## config.mk

```make
export PLATFORM = sky130hd
export DESIGN_NAME = cache_controller_flat
export DESIGN_NICKNAME = d
export VERILOG_FILES = /design/src/rtl/cache_controller_if.sv /design/src/rtl/cache_controller.sv /design/src/flat_wrapper.sv
export SDC_FILE = /design/constraint.sdc
export NUM_CORES = 1
export LEC_CHECK = 0
export CAP_MARGIN = 20
export CORE_AREA = 2 2 532 534
export CTS_CLUSTER_SIZE = 12
export DETAILED_ROUTE_END_ITERATION = 8
export DIE_AREA = 0 0 534 536
export SKIP_CTS_REPAIR_TIMING = 1
export SLEW_MARGIN = 20
export SYNTH_ARGS = -nofsm -noshare
export SYNTH_HDL_FRONTEND = slang
export SYNTH_SLANG_ARGS = --single-unit
export TNS_END_PERCENT = 1
```

## constraint.sdc

```tcl
create_clock -name clk -period 2.6 [get_ports clk]
set_input_delay 0.52 -clock clk [delete_from_list [all_inputs] [get_ports clk]]
set_output_delay 0.52 -clock clk [all_outputs]
set_load 0.1 [all_outputs]
```

## src/rtl/cache_controller_if.sv

```systemverilog
// rtl/cache_controller_if.sv - CPU, cache-array and memory-port signal bundle for cache_controller
interface cache_controller_if;
    logic         cpu_req;
    logic         cpu_we;
    logic [31:0]  cpu_addr;
    logic [31:0]  cpu_wdata;
    logic [3:0]   cpu_byte_en;
    logic         cpu_ready;
    logic [31:0]  cpu_rdata;

    logic         cache_enable;
    logic         cache_write;
    logic         cache_compare;
    logic [31:0]  cache_addr;
    logic [31:0]  cache_data_in;
    logic [3:0]   cache_byte_w_en;
    logic [255:0] cache_line_in;
    logic         cache_hit;
    logic         cache_dirty;
    logic         cache_valid;
    logic [19:0]  cache_tag;
    logic [31:0]  cache_data_out;
    logic [255:0] cache_line_out;

    logic         mem_req;
    logic         mem_we;
    logic [31:0]  mem_addr;
    logic [255:0] mem_wline;
    logic [255:0] mem_rline;
    logic         mem_ack;

    logic [31:0]  hit_count;
    logic [31:0]  miss_count;

    // slave: the controller; master: CPU, array and memory around it
    modport slave (
        input  cpu_req, cpu_we, cpu_addr, cpu_wdata, cpu_byte_en,
        output cpu_ready, cpu_rdata,
        output cache_enable, cache_write, cache_compare, cache_addr,
        output cache_data_in, cache_byte_w_en, cache_line_in,
        input  cache_hit, cache_dirty, cache_valid, cache_tag,
        input  cache_data_out, cache_line_out,
        output mem_req, mem_we, mem_addr, mem_wline,
        input  mem_rline, mem_ack,
        output hit_count, miss_count
    );

    modport master (
        output cpu_req, cpu_we, cpu_addr, cpu_wdata, cpu_byte_en,
        input  cpu_ready, cpu_rdata,
        input  cache_enable, cache_write, cache_compare, cache_addr,
        input  cache_data_in, cache_byte_w_en, cache_line_in,
        output cache_hit, cache_dirty, cache_valid, cache_tag,
        output cache_data_out, cache_line_out,
        input  mem_req, mem_we, mem_addr, mem_wline,
        output mem_rline, mem_ack,
        input  hit_count, miss_count
    );
endinterface

```

## src/rtl/cache_controller.sv

```systemverilog
// rtl/cache_controller.sv - L1 D-cache miss controller: hit lookup, dirty writeback, refill, install
module cache_controller (
    input  logic               clk,
    input  logic               rst,
    cache_controller_if.slave  bus
);
    typedef enum logic [2:0] {IDLE, COMPARE, WRITEBACK, REFILL, INSTALL} state_t;

    state_t        state_q, state_d;
    logic          req_we_q, req_we_d;
    logic          retry_q, retry_d;
    logic [19:0]   wb_tag_q, wb_tag_d;
    logic [255:0]  wb_line_q, wb_line_d;
    logic [31:0]   cache_addr_q, cache_addr_d;
    logic [31:0]   cache_data_in_q, cache_data_in_d;
    logic [3:0]    cache_byte_w_en_q, cache_byte_w_en_d;
    logic          cache_enable_q, cache_enable_d;
    logic          cache_write_q, cache_write_d;
    logic          cache_compare_q, cache_compare_d;
    logic [255:0]  cache_line_in_q, cache_line_in_d;
    logic          cpu_ready_q, cpu_ready_d;
    logic [31:0]   cpu_rdata_q, cpu_rdata_d;
    logic          mem_req_q, mem_req_d;
    logic          mem_we_q, mem_we_d;
    logic [31:0]   mem_addr_q, mem_addr_d;
    logic [255:0]  mem_wline_q, mem_wline_d;
    logic [31:0]   hit_count_q, hit_count_d;
    logic [31:0]   miss_count_q, miss_count_d;
    logic          mem_done;
    logic          mem_active;

    assign mem_done = mem_req_q && bus.mem_ack;

    always_comb begin
        state_d           = state_q;
        req_we_d          = req_we_q;
        retry_d           = retry_q;
        wb_tag_d          = wb_tag_q;
        wb_line_d         = wb_line_q;
        cache_addr_d      = cache_addr_q;
        cache_data_in_d   = cache_data_in_q;
        cache_byte_w_en_d = cache_byte_w_en_q;
        cache_line_in_d   = '0;
        cpu_ready_d       = 1'b0;
        cpu_rdata_d       = '0;
        hit_count_d       = hit_count_q;
        miss_count_d      = miss_count_q;

        case (state_q)
            IDLE: begin
                if (bus.cpu_req) begin
                    cache_addr_d      = bus.cpu_addr;
                    req_we_d          = bus.cpu_we;
                    cache_data_in_d   = bus.cpu_wdata;
                    cache_byte_w_en_d = bus.cpu_byte_en;
                    state_d           = COMPARE;
                end
            end
            COMPARE: begin
                if (bus.cache_hit) begin
                    cpu_ready_d = 1'b1;
                    cpu_rdata_d = bus.cache_data_out;
                    if (!retry_q) hit_count_d = hit_count_q + 32'd1;
                    retry_d = 1'b0;
                    state_d = IDLE;
                end else begin
                    miss_count_d = miss_count_q + 32'd1;
                    if (bus.cache_valid && bus.cache_dirty) begin
                        wb_tag_d  = bus.cache_tag;
                        wb_line_d = bus.cache_line_out;
                        state_d   = WRITEBACK;
                    end else begin
                        state_d = REFILL;
                    end
                end
            end
            WRITEBACK: if (mem_done) state_d = REFILL;
            REFILL: begin
                if (mem_done) begin
                    cache_line_in_d = bus.mem_rline;
                    state_d         = INSTALL;
                end
            end
            INSTALL: begin
                retry_d = 1'b1;
                state_d = COMPARE;
            end
            default: state_d = IDLE;
        endcase

        // Memory fields follow the current state, so mem_req rises one cycle into WRITEBACK/REFILL
        mem_active  = (state_q == WRITEBACK || state_q == REFILL) && !mem_done;
        mem_req_d   = mem_active;
        mem_we_d    = mem_active && (state_q == WRITEBACK);
        mem_addr_d  = '0;
        mem_wline_d = '0;
        if (mem_active && state_q == WRITEBACK) begin
            mem_addr_d  = {wb_tag_q, cache_addr_q[11:5], 5'b0};
            mem_wline_d = wb_line_q;
        end else if (mem_active) begin
            mem_addr_d  = {cache_addr_q[31:5], 5'b0};
        end

        // Array controls are registered from the next state so they line up with COMPARE/INSTALL
        cache_enable_d  = (state_d == COMPARE) || (state_d == INSTALL);
        cache_compare_d = (state_d == COMPARE);
        cache_write_d   = ((state_d == COMPARE) && req_we_d) || (state_d == INSTALL);
    end

    always_ff @(posedge clk or negedge rst) begin
        if (!rst) begin
            state_q           <= IDLE;
            req_we_q          <= 1'b0;
            retry_q           <= 1'b0;
            wb_tag_q          <= '0;
            wb_line_q         <= '0;
            cache_addr_q      <= '0;
            cache_data_in_q   <= '0;
            cache_byte_w_en_q <= '0;
            cache_enable_q    <= 1'b0;
            cache_write_q     <= 1'b0;
            cache_compare_q   <= 1'b0;
            cache_line_in_q   <= '0;
            cpu_ready_q       <= 1'b0;
            cpu_rdata_q       <= '0;
            mem_req_q         <= 1'b0;
            mem_we_q          <= 1'b0;
            mem_addr_q        <= '0;
            mem_wline_q       <= '0;
            hit_count_q       <= '0;
            miss_count_q      <= '0;
        end else begin
            state_q           <= state_d;
            req_we_q          <= req_we_d;
            retry_q           <= retry_d;
            wb_tag_q          <= wb_tag_d;
            wb_line_q         <= wb_line_d;
            cache_addr_q      <= cache_addr_d;
            cache_data_in_q   <= cache_data_in_d;
            cache_byte_w_en_q <= cache_byte_w_en_d;
            cache_enable_q    <= cache_enable_d;
            cache_write_q     <= cache_write_d;
            cache_compare_q   <= cache_compare_d;
            cache_line_in_q   <= cache_line_in_d;
            cpu_ready_q       <= cpu_ready_d;
            cpu_rdata_q       <= cpu_rdata_d;
            mem_req_q         <= mem_req_d;
            mem_we_q          <= mem_we_d;
            mem_addr_q        <= mem_addr_d;
            mem_wline_q       <= mem_wline_d;
            hit_count_q       <= hit_count_d;
            miss_count_q      <= miss_count_d;
        end
    end

    assign bus.cpu_ready       = cpu_ready_q;
    assign bus.cpu_rdata       = cpu_rdata_q;
    assign bus.cache_enable    = cache_enable_q;
    assign bus.cache_write     = cache_write_q;
    assign bus.cache_compare   = cache_compare_q;
    assign bus.cache_addr      = cache_addr_q;
    assign bus.cache_data_in   = cache_data_in_q;
    assign bus.cache_byte_w_en = cache_byte_w_en_q;
    assign bus.cache_line_in   = cache_line_in_q;
    assign bus.mem_req         = mem_req_q;
    assign bus.mem_we          = mem_we_q;
    assign bus.mem_addr        = mem_addr_q;
    assign bus.mem_wline       = mem_wline_q;
    assign bus.hit_count       = hit_count_q;
    assign bus.miss_count      = miss_count_q;
endmodule

```

## src/flat_wrapper.sv

```systemverilog
// flat-port wrapper written by rule: the top's interface ports become plain ports
module cache_controller_flat 
  (clk, rst, bus_cpu_req, bus_cpu_we, bus_cpu_addr, bus_cpu_wdata, bus_cpu_byte_en, bus_cpu_ready, bus_cpu_rdata, bus_cache_enable, bus_cache_write, bus_cache_compare, bus_cache_addr, bus_cache_data_in, bus_cache_byte_w_en, bus_cache_line_in, bus_cache_hit, bus_cache_dirty, bus_cache_valid, bus_cache_tag, bus_cache_data_out, bus_cache_line_out, bus_mem_req, bus_mem_we, bus_mem_addr, bus_mem_wline, bus_mem_rline, bus_mem_ack, bus_hit_count, bus_miss_count);
  cache_controller_if bus_i ();
  input  logic clk;
  input  logic rst;
  input wire logic [$bits(bus_i.cpu_req)-1:0] bus_cpu_req;
  input wire logic [$bits(bus_i.cpu_we)-1:0] bus_cpu_we;
  input wire logic [$bits(bus_i.cpu_addr)-1:0] bus_cpu_addr;
  input wire logic [$bits(bus_i.cpu_wdata)-1:0] bus_cpu_wdata;
  input wire logic [$bits(bus_i.cpu_byte_en)-1:0] bus_cpu_byte_en;
  output wire logic [$bits(bus_i.cpu_ready)-1:0] bus_cpu_ready;
  output wire logic [$bits(bus_i.cpu_rdata)-1:0] bus_cpu_rdata;
  output wire logic [$bits(bus_i.cache_enable)-1:0] bus_cache_enable;
  output wire logic [$bits(bus_i.cache_write)-1:0] bus_cache_write;
  output wire logic [$bits(bus_i.cache_compare)-1:0] bus_cache_compare;
  output wire logic [$bits(bus_i.cache_addr)-1:0] bus_cache_addr;
  output wire logic [$bits(bus_i.cache_data_in)-1:0] bus_cache_data_in;
  output wire logic [$bits(bus_i.cache_byte_w_en)-1:0] bus_cache_byte_w_en;
  output wire logic [$bits(bus_i.cache_line_in)-1:0] bus_cache_line_in;
  input wire logic [$bits(bus_i.cache_hit)-1:0] bus_cache_hit;
  input wire logic [$bits(bus_i.cache_dirty)-1:0] bus_cache_dirty;
  input wire logic [$bits(bus_i.cache_valid)-1:0] bus_cache_valid;
  input wire logic [$bits(bus_i.cache_tag)-1:0] bus_cache_tag;
  input wire logic [$bits(bus_i.cache_data_out)-1:0] bus_cache_data_out;
  input wire logic [$bits(bus_i.cache_line_out)-1:0] bus_cache_line_out;
  output wire logic [$bits(bus_i.mem_req)-1:0] bus_mem_req;
  output wire logic [$bits(bus_i.mem_we)-1:0] bus_mem_we;
  output wire logic [$bits(bus_i.mem_addr)-1:0] bus_mem_addr;
  output wire logic [$bits(bus_i.mem_wline)-1:0] bus_mem_wline;
  input wire logic [$bits(bus_i.mem_rline)-1:0] bus_mem_rline;
  input wire logic [$bits(bus_i.mem_ack)-1:0] bus_mem_ack;
  output wire logic [$bits(bus_i.hit_count)-1:0] bus_hit_count;
  output wire logic [$bits(bus_i.miss_count)-1:0] bus_miss_count;
  assign bus_i.cpu_req = bus_cpu_req;
  assign bus_i.cpu_we = bus_cpu_we;
  assign bus_i.cpu_addr = bus_cpu_addr;
  assign bus_i.cpu_wdata = bus_cpu_wdata;
  assign bus_i.cpu_byte_en = bus_cpu_byte_en;
  assign bus_cpu_ready = bus_i.cpu_ready;
  assign bus_cpu_rdata = bus_i.cpu_rdata;
  assign bus_cache_enable = bus_i.cache_enable;
  assign bus_cache_write = bus_i.cache_write;
  assign bus_cache_compare = bus_i.cache_compare;
  assign bus_cache_addr = bus_i.cache_addr;
  assign bus_cache_data_in = bus_i.cache_data_in;
  assign bus_cache_byte_w_en = bus_i.cache_byte_w_en;
  assign bus_cache_line_in = bus_i.cache_line_in;
  assign bus_i.cache_hit = bus_cache_hit;
  assign bus_i.cache_dirty = bus_cache_dirty;
  assign bus_i.cache_valid = bus_cache_valid;
  assign bus_i.cache_tag = bus_cache_tag;
  assign bus_i.cache_data_out = bus_cache_data_out;
  assign bus_i.cache_line_out = bus_cache_line_out;
  assign bus_mem_req = bus_i.mem_req;
  assign bus_mem_we = bus_i.mem_we;
  assign bus_mem_addr = bus_i.mem_addr;
  assign bus_mem_wline = bus_i.mem_wline;
  assign bus_i.mem_rline = bus_mem_rline;
  assign bus_i.mem_ack = bus_mem_ack;
  assign bus_hit_count = bus_i.hit_count;
  assign bus_miss_count = bus_i.miss_count;
  cache_controller u_core (.clk(clk), .rst(rst), .bus(bus_i));
endmodule
```

; ---- Yosys cells after proc, flatten, opt, wreduce, memory -nomap -nowiden
; Index checks and enable logic that the tools add are counted.
[classes]
n_addsub = 2
eq_ne = 7
n_mux = 19
bitwise_logic = 2
n_reduce_logical = 16
[op_table]
columns = cell, n
row1 = $mux W256, 3
row2 = $mux W32, 4
row3 = $add A32 B1 Y32 const B, 2
row4 = $pmux W3 S5, 1
row5 = $mux W3, 4
row6 = $eq A3 B1 Y1 const B, 2
row7 = $eq A3 B2 Y1 const B, 2
row8 = $eq A3 B3 Y1 const B, 2
row9 = $mux W1, 6
row10 = $reduce_and A2 Y1, 3
row11 = $reduce_and A3 Y1, 2
row12 = $logic_and A1 B1 Y1, 5
row13 = $logic_not A3 Y1, 1
row14 = $logic_or A1 B1 Y1, 3
row15 = $ne A2 B2 Y1 const B, 1
row16 = $not A1 Y1, 2
row17 = $pmux W1 S2, 1
row18 = $reduce_bool A2 Y1, 1
row19 = $logic_not A1 Y1, 1
[totals]
ff_bits = 995
inputBits = 640
out_inout_bits = 714
word_cells = 66

; ---- Logic depth before layout (Yosys ltp)
; Gate-level depths: netlist (run 1).
[logic_depth]
word_depth = 7
depth_mapped = 8
ltp_nobuf = 6

; ---- Least setup slack after synthesis (run 1)
; No wires, ideal clock.
[synth_timing]
path_kind = register to register
startpoint = reg u_core.hit_count_q[17] (netlist: u_core.bus.hit_count[17])
endpoint = reg u_core.hit_count_q[30] (netlist: u_core.bus.hit_count[30])
setup_ns = 0.158
t_arrival_ns = 2.291
t_required_ns = 2.442
setup_slack_ns = 0.151
stages_incl_launch_ff = 6
path_buffers = 0
period_less_slack_ns = 2.449
cell_sequence = dfrtp_1 -> and4_1 -> nand4_1 -> nor4_2 -> nand4_1 -> xnor2_1
[synth_via]
elab_chain_cells = 1
[synth_rtl]
columns = element, line
row1 = from (decl), cache_controller.sv:27  ; logic [31:0] hit_count_q, hit_count_d;
row2 = from (signal assigned), cache_controller.sv:151  ; hit_count_q <= hit_count_d;
row3 = $add A32 B1 Y32, cache_controller.sv:63  ; if (!retry_q) hit_count_d = hit_count_q + 32'd1;
; No other way between the ends.
; A chain may end at the register's enable or synchronous reset.

; ---- Final worst setup path (run 1)
[layout_timing]
startpoint = reg u_core.cache_addr_q[19] (netlist: u_core.bus.cache_addr[19])
endpoint = out bus_cache_addr[19]
[layout_rtl]
columns = element, line
row1 = from (decl), cache_controller.sv:14  ; logic [31:0] cache_addr_q, cache_addr_d;
row2 = from (signal assigned), cache_controller.sv:138  ; cache_addr_q <= cache_addr_d;
row3 = to (decl), flat_wrapper.sv:17  ; output wire logic [$bits(bus_i.cache_addr)-1:0] bus_cache_addr;
; No word-level cell between the ends.

==> impl_metrics.py, run 1 <==
metrics = {
    "clocking": {
        "insertion_delay_ps": 870,
        "clock_sinks": 990,
        "clk_pin_slew_ps": 60,
        "tritoncts_clock_tree": "done",
        "root_buffer": "sky130_fd_sc_hd__clkbuf_16",
        "clock_tree.buffer_depth": 4,
        "cts-buffers-inserted": 119,
        "cts.htree.levels": 3,
    },
    "timing": {
        "report.final.setup_viol": 0,
        "max_slew.worst_pin.slew_ps": 798.3,
        "fmax_mhz": 425.2,
        "final.setup.tns_ps": 0,
        "max-slew-margin-rel": 0.4714,
        "final.min_clock_period_ps": 2352,
        "timing.final.max_slew_violations": 0,
        "rsz0062_at_grt": "false",
        "min_period_over_period": 0.9045,
        "report.final.hold_viol_count": 0,
        "fin_skew_ps": 54.01,
    },
    "synthesis": {
        "synth-compound-area-share": 0.001059,
        "dominantRegCellSynth": "sky130_fd_sc_hd__dfrtp_1",
        "synth-edff-count": 0,
        "post_synth_instance_area_mm2": 0.03545,
        "yosys_register_bits": 990,
        "dominant_combinational_cell_family_by_area_after_synthesis": "multiplexers",
        "yosys.cell_types.count": 41,
        "post_synth_and_or_nand_nor_area_fraction": 0.1213,
        "ys_seq_area_frac": 0.6988,
        "synth_most_common_cell": "sky130_fd_sc_hd__dfrtp_1",
        "post_synth_fa_ha_maj_area_fraction": 0.0007058,
        "yosysTopAreaCell": "sky130_fd_sc_hd__dfrtp_1",
        "synth_xor_area_frac": 0.01556,
        "ys_async_sr_fraction": 1.000,
        "synth.top_cell.area_share": 0.6988,
        "post_synth_main_area_contributors": "sky130_fd_sc_hd__dfrtp_1 (70%), sky130_fd_sc_hd__and2_1 (9.7%), sky130_fd_sc_hd__mux2_4 (8.5%)",
        "ys_top_cells_by_count": "sky130_fd_sc_hd__dfrtp_1 (990), sky130_fd_sc_hd__and2_1 (547), sky130_fd_sc_hd__mux2_4 (200)",
        "yosys-mux-area-fraction": 0.1367,
        "syn-mean-instance-area_um2": 15.71,
        "post_synth_inst_count": 2256,
        "ys.warnings.count": 0,
    },
    "detailed_routing": {
        "drc": 0,
        "detail_route.wirelength_mm": 210.1,
        "drtPass1Iterations": 6,
        "antenna_violating_nets_post_route": 0,
        "vias": 24040,
        "drtIter0Drc": 933,
        "drt-wirelength-per-cell_um": 27.59,
        "avgViaCountPerCell": 3.156,
    },
    "worst_setup_path": {
        "crit_required_ps": 2080,
        "cp.arrival_ps": 1830,
        "r2r_end": "u_core.bus.mem_wline[182]",
        "worstSetupEndpointType": "output port",
        "ff2ff_setup_slack_ps": 420,
        "cpLargestDelayFamily": "buffers and inverters",
        "crit_path_start_kind": "flop",
        "path_class": "flop to output port",
        "timing.critical_path.slowest_cell_delay_ps": 570,
        "crit_chain": "buf_2",
        "r2r.worst_path.cells": 6,
        "critical_path.n_buffers_inverters": 1,
        "critical_path.slowest_cell": "sky130_fd_sc_hd__buf_2",
        "r2r-start": "u_core.state_q[1]",
        "critical_path.max_fanout": 3,
    },
    "layout": {
        "finish.instance_area_mm2": 0.05626,
        "multi_input_area_mm2": 0.009811,
        "n_fill_cell": 30180,
        "syn2layout_area_growth_pct": 58.69,
        "final-seq-area_mm2": 0.02478,
        "fin_nets": 4369,
        "share_of_post_route_cells_with_drive_strength_above_1": 0.3566,
    },
    "hold_path": {
        "min_path_type": "primary input to asynchronous set/reset pin",
    },
    "power_and_ir_drop": {
        "power.ir.vdd_worst_v": 0.001577,
        "power_density_mw_per_mm2": 1302,
        "static-leakage-power_uw": 0.02623,
    },
    "grt": {
        "grt_max_degree": 129,
        "first_global_vias": 25970,
        "grt_antenna_before_repair": 197,
        "grt_first_pass_wirelength_mm": 266.2,
        "grt_overflow_total": 0,
        "globalRouteTotalUtil": 0.1423,
    },
    "placed_design": {
        "gp_congestion": 0.9501,
        "port-buffer-count": 1348,
        "dp_hpwl_mm": 181.8,
        "placedInstanceArea_mm2": 0.05215,
    },
    "die": {
        "design.die.area_mm2": 0.2862,
        "start_util": 0.1262,
        "num_io_pins": 1354,
        "die_x_um": 534,
        "core_area_mm2": 0.2808,
        "die_height_um": 536,
        "rows": 195,
    },
    "run": {
        "timing.max_cap.violations": 0,
    },
    "outcome": {
        "run_status": "completed",
    },
}
state kept, by name (all words and copies together) (netlist names), 3 cells and up:
signal	cells
u_core.bus.cache_line_in	256
u_core.bus.hit_count	32
u_core.bus.cpu_rdata	32
u_core.wb_line_q	256
u_core.bus.miss_count	32
u_core.bus.cache_data_in	32
u_core.state_q	3
u_core.bus.cache_byte_w_en	4
u_core.wb_tag_q	20
u_core.bus.mem_addr	27
u_core.bus.mem_wline	256
u_core.bus.cache_addr	32
final cells by class:
class                           instances  area share
Multi-Input combinational cell       1149      0.1744
Timing Repair Buffer                 1460      0.2287
Tap cell                             3743     0.08324
Clock buffer                          170     0.06007
Clock inverter                         43     0.01034
Antenna cell                           54    0.002402
Inverter                                7   0.0004670
Sequential cell                       990      0.4404
worst max-delay path by stage:
stage | slack, ps | endpoint | cells after the start | from
4_1_cts | 80 | bus_cache_addr[19] | 1 | u_core.bus.cache_addr[19]
5_1_grt | 120 | bus_cache_addr[19] | 1 | u_core.bus.cache_addr[19]
6_report | 250 | bus_cache_addr[19] | 1 | u_core.bus.cache_addr[19]
2_1_floorplan | 150 | u_core.bus.hit_count[30] | 5 | u_core.bus.hit_count[17]
3_5_place_dp | -30 | u_core.bus.cache_line_in[146] | 6 | bus_mem_ack
3_3_place_gp | -20 | u_core.bus.cache_line_in[146] | 6 | bus_mem_ack
power breakdown:
part,internal (µW),switching (µW)
registers,20000,2960
logic,8370,24900
clock network,10000,6960
cell usage in the layout, fill, tap and decap left out, types with 40 or more instances in the layout:
cell | netlist | routed
sky130_fd_sc_hd__mux2_2 | 146 | 146
sky130_fd_sc_hd__mux2_4 | 200 | 200
sky130_fd_sc_hd__clkbuf_16 | 0 | 119
sky130_fd_sc_hd__and2_1 | 547 | 547
sky130_fd_sc_hd__diode_2 | 0 | 54
sky130_fd_sc_hd__xnor2_1 | 46 | 46
sky130_fd_sc_hd__buf_4 | 11 | 772
sky130_fd_sc_hd__nor2_1 | 42 | 40
sky130_fd_sc_hd__dfrtp_1 | 990 | 989
sky130_fd_sc_hd__clkdlybuf4s50_1 | 0 | 638
kinds of logic (layout without fill, tap and decap cells):
family / count (synthesis) / after routing
multiplexers: 366 / 366
flip-flops: 990 / 990
buffers and inverters: 121 / 1680
AND/OR/NAND/NOR: 707 / 707
AO/OA/AOI/OAI: 6 / 6
XOR/XNOR: 63 / 63
other: 1 / 59
adder cells (fa/ha/maj): 2 / 2
metal layers:
layer  routed length [µm]  GRT usage  vias to the layer above
li1                     -          -                    10340
met2                96750     0.2297                     1346
met1                71500     0.1421                    11860
met3                34180     0.1033                      436
met4                 7249    0.04680                       64
met5                  438   0.006163                        -
per-stage QoR:
stage	setup slack (ps)	hold slack [ps]	power (µW)	instances	utilization
6_report	248.4	168.4	73240	7616	0.2003
5_1_grt	122.1	129.6	76270	7584	0.2000
4_1_cts	79.12	-549.7	74470	7561	0.1998
3_5_place_dp	-33.38	432.8	57070	7348	0.1857
3_3_place_gp	-15.59	435.1	56810	7348	0.1857
2_1_floorplan	150.7	224.4	45450	2260	-
No activity file was read; power rests on OpenSTA's default activity.
==> run 2, diff against run 1 <==
--- a/config.mk
+++ b/config.mk
@@ -10,6 +10,7 @@
 export CTS_CLUSTER_SIZE = 12
 export DETAILED_ROUTE_END_ITERATION = 8
 export DIE_AREA = 0 0 534 536
+export REMOVE_ABC_BUFFERS = 1
 export SKIP_CTS_REPAIR_TIMING = 1
 export SLEW_MARGIN = 20
 export SYNTH_ARGS = -nofsm -noshare
==> run 2 against run 1 <==
Critical path depth unchanged. Power increased by 2.0%. Global-route usage up 1.0 points. Register-to-register slack got worse by 60 ps. Critical endpoint is now bus_cache_addr[13]. Clock-buffer cell count increased by 5. Highest routed layer unchanged. Combinational power up 4%.
==> impl_metrics.py, run 2 (synthesis results as in run 1) <==
metrics = {
    "timing": {
        "worst_slack_ps": 137.0,
        "max_slew.worst_pin.slew_ps": 827.3,
        "final.min_clock_period_ps": 2463,
        "min_period_over_period": 0.9473,
        "report.final.setup_viol": 0,
        "fmax_mhz": 406.0,
        "rsz0062_at_grt": "false",
        "max-slew-margin-rel": 0.4523,
        "final.setup.tns_ps": 0,
        "fin_skew_ps": 90.20,
        "report.final.hold_viol_count": 0,
        "timing.final.max_slew_violations": 0,
    },
    "worst_setup_path": {
        "worstSetupEndpointType": "output port",
        "crit_start": "u_core.bus.cache_addr[13]",
        "path_class": "flop to output port",
        "critical_path.slowest_cell": "sky130_fd_sc_hd__buf_2",
        "cpLargestDelayFamily": "buffers and inverters",
        "crit_required_ps": 2080,
        "critical_path.max_fanout": 3,
        "r2r_end": "u_core.wb_line_q[49]",
        "crit_path_start_kind": "flop",
        "timing.critical_path.slowest_cell_delay_ps": 690,
        "cp.arrival_ps": 1940,
        "crit_chain": "buf_2",
        "ff2ff_setup_slack_ps": 360,
        "r2r.worst_path.cells": 5,
        "critical_path.n_buffers_inverters": 1,
        "timing.critical_path.to": "bus_cache_addr[13]",
        "cp_num_cells": 1,
        "r2r-start": "u_core.state_q[2]",
    },
    "placed_design": {
        "dp_hpwl_mm": 194.0,
        "preCtsSetupSlack_ps": -29.03,
        "place_inst": 7349,
        "port-buffer-count": 1348,
        "gp_congestion": 0.9061,
    },
    "run": {
        "timing.max_cap.violations": 0,
    },
    "grt": {
        "grt_first_pass_wirelength_mm": 282.3,
        "grt_max_degree": 110,
        "grt_overflow_total": 0,
        "globalRouteTotalUtil": 0.1522,
        "grt_antenna_before_repair": 197,
        "first_global_vias": 26260,
    },
    "detailed_routing": {
        "vias": 24370,
        "drt-wirelength-per-cell_um": 29.54,
        "drtIter0Drc": 1222,
        "avgViaCountPerCell": 3.197,
        "drc": 0,
        "drtPass1Iterations": 7,
        "antenna_violating_nets_post_route": 0,
        "detail_route.wirelength_mm": 225.2,
    },
    "die": {
        "start_util": 0.1262,
        "die_x_um": 534,
        "design.die.area_mm2": 0.2862,
        "rows": 195,
        "core_area_mm2": 0.2808,
        "num_io_pins": 1354,
        "die_height_um": 536,
    },
    "clocking": {
        "insertion_delay_ps": 870,
        "clock_tree.buffer_depth": 4,
        "tritoncts_clock_tree": "done",
        "cts-buffers-inserted": 121,
        "cts.htree.levels": 3,
        "root_buffer": "sky130_fd_sc_hd__clkbuf_16",
        "clock_sinks": 990,
        "clk_pin_slew_ps": 60,
    },
    "layout": {
        "layout_common_cells": "sky130_fd_sc_hd__dfrtp_1 (989), sky130_fd_sc_hd__buf_4 (776), sky130_fd_sc_hd__clkdlybuf4s50_1 (638)",
        "fin_nets": 4372,
        "final-seq-area_mm2": 0.02478,
        "share_of_post_route_cells_with_drive_strength_above_1": 0.3565,
        "multi_input_area_mm2": 0.009808,
        "most_common_cell_after_layout_fill_and_taps_aside": "sky130_fd_sc_hd__dfrtp_1",
        "syn2layout_area_growth_pct": 59.37,
        "layoutNonFillerInstCount": 7622,
        "n_fill_cell": 30230,
    },
    "power_and_ir_drop": {
        "p_sw_frac": 0.4806,
        "seqPwrFrac": 0.306,
        "p_comb_frac": 0.462,
        "internal-power_uw": 38800,
        "power.switching_uw": 35910,
        "share_clk_of_total_power": 0.232,
        "power.ir.vdd_worst_v": 0.0007615,
        "power_density_mw_per_mm2": 1322,
        "static-leakage-power_uw": 0.02630,
    },
    "outcome": {
        "run_status": "completed",
    },
    "hold_path": {
        "min_path_type": "primary input to asynchronous set/reset pin",
    },
}
-- run 2: cell count changes in the layout (fill, tap and decap cells not counted), moves of 2 or more --
cell,change
sky130_fd_sc_hd__buf_4,+4
sky130_fd_sc_hd__clkbuf_2,-2
sky130_fd_sc_hd__clkbuf_8,+3
sky130_fd_sc_hd__buf_12,+9
sky130_fd_sc_hd__buf_2,-10
sky130_fd_sc_hd__clkinv_2,-5
sky130_fd_sc_hd__clkbuf_16,+2
sky130_fd_sc_hd__diode_2,+5
-- run 2: metal layers --
metal | wire length, µm | vias up | track usage | part of all wire
met3 | 29410 | 390 | 0.08591 | 0.13
met4 | 8312 | 64 | 0.05707 | 0.037
li1 | - | 10360 | - | -
met1 | 85740 | 12170 | 0.1707 | 0.38
met2 | 101300 | 1384 | 0.2385 | 0.45
met5 | 418 | - | 0.005996 | 0.0019
-- run 2: how the worst min path moves through the flow --
stage                                       from                         to  slack (ps)  cells past startpoint
final                                        rst       u_core.wb_line_q[80]         180                      2
after global routing      bus_cache_data_out[11]   u_core.bus.cpu_rdata[11]         130                      2
after CTS                                    rst       u_core.wb_line_q[80]        -490                      1
after detailed placement   u_core.wb_line_q[170]  u_core.bus.mem_wline[170]         460                      1
after global placement                       rst       u_core.wb_line_q[80]         460                      1
after floorplan                              rst   u_core.bus.cache_addr[0]         220                      0
-- run 2: area by class of cell --
class,count,share of cell area
Inverter,7,0.0004650
Antenna cell,59,0.002613
Clock buffer,175,0.06143
Clock inverter,38,0.01014
Tap cell,3743,0.08289
Sequential cell,990,0.4385
Multi-Input combinational cell,1149,0.1736
Timing Repair Buffer,1461,0.2304
-- run 2: power groups by stage --
| stage | logic (µW) | registers [µW] | clock network (µW) |
|---|---|---|---|
| global route | 35800 | 23400 | 18400 |
| floorplan | 5800 | 36900 | 0 |
| CTS | 35300 | 22900 | 17900 |
| detailed placement | 35200 | 23100 | 0 |
| finish | 34500 | 22900 | 17300 |
| global placement | 35000 | 23100 | 0 |
-- run 2: per-stage QoR --
stage                     utilization  instance area (µm²)  total power [µW]  hold WS [ps]
after floorplan                     -                34580             42680         224.4
after global placement         0.1862                52300             58140         460.3
after detailed placement       0.1862                52300             58370         465.0
after CTS                      0.2006                56340             76140        -491.8
after global routing           0.2009                56420             77590         126.1
final                          0.2012                56500             74710         182.2
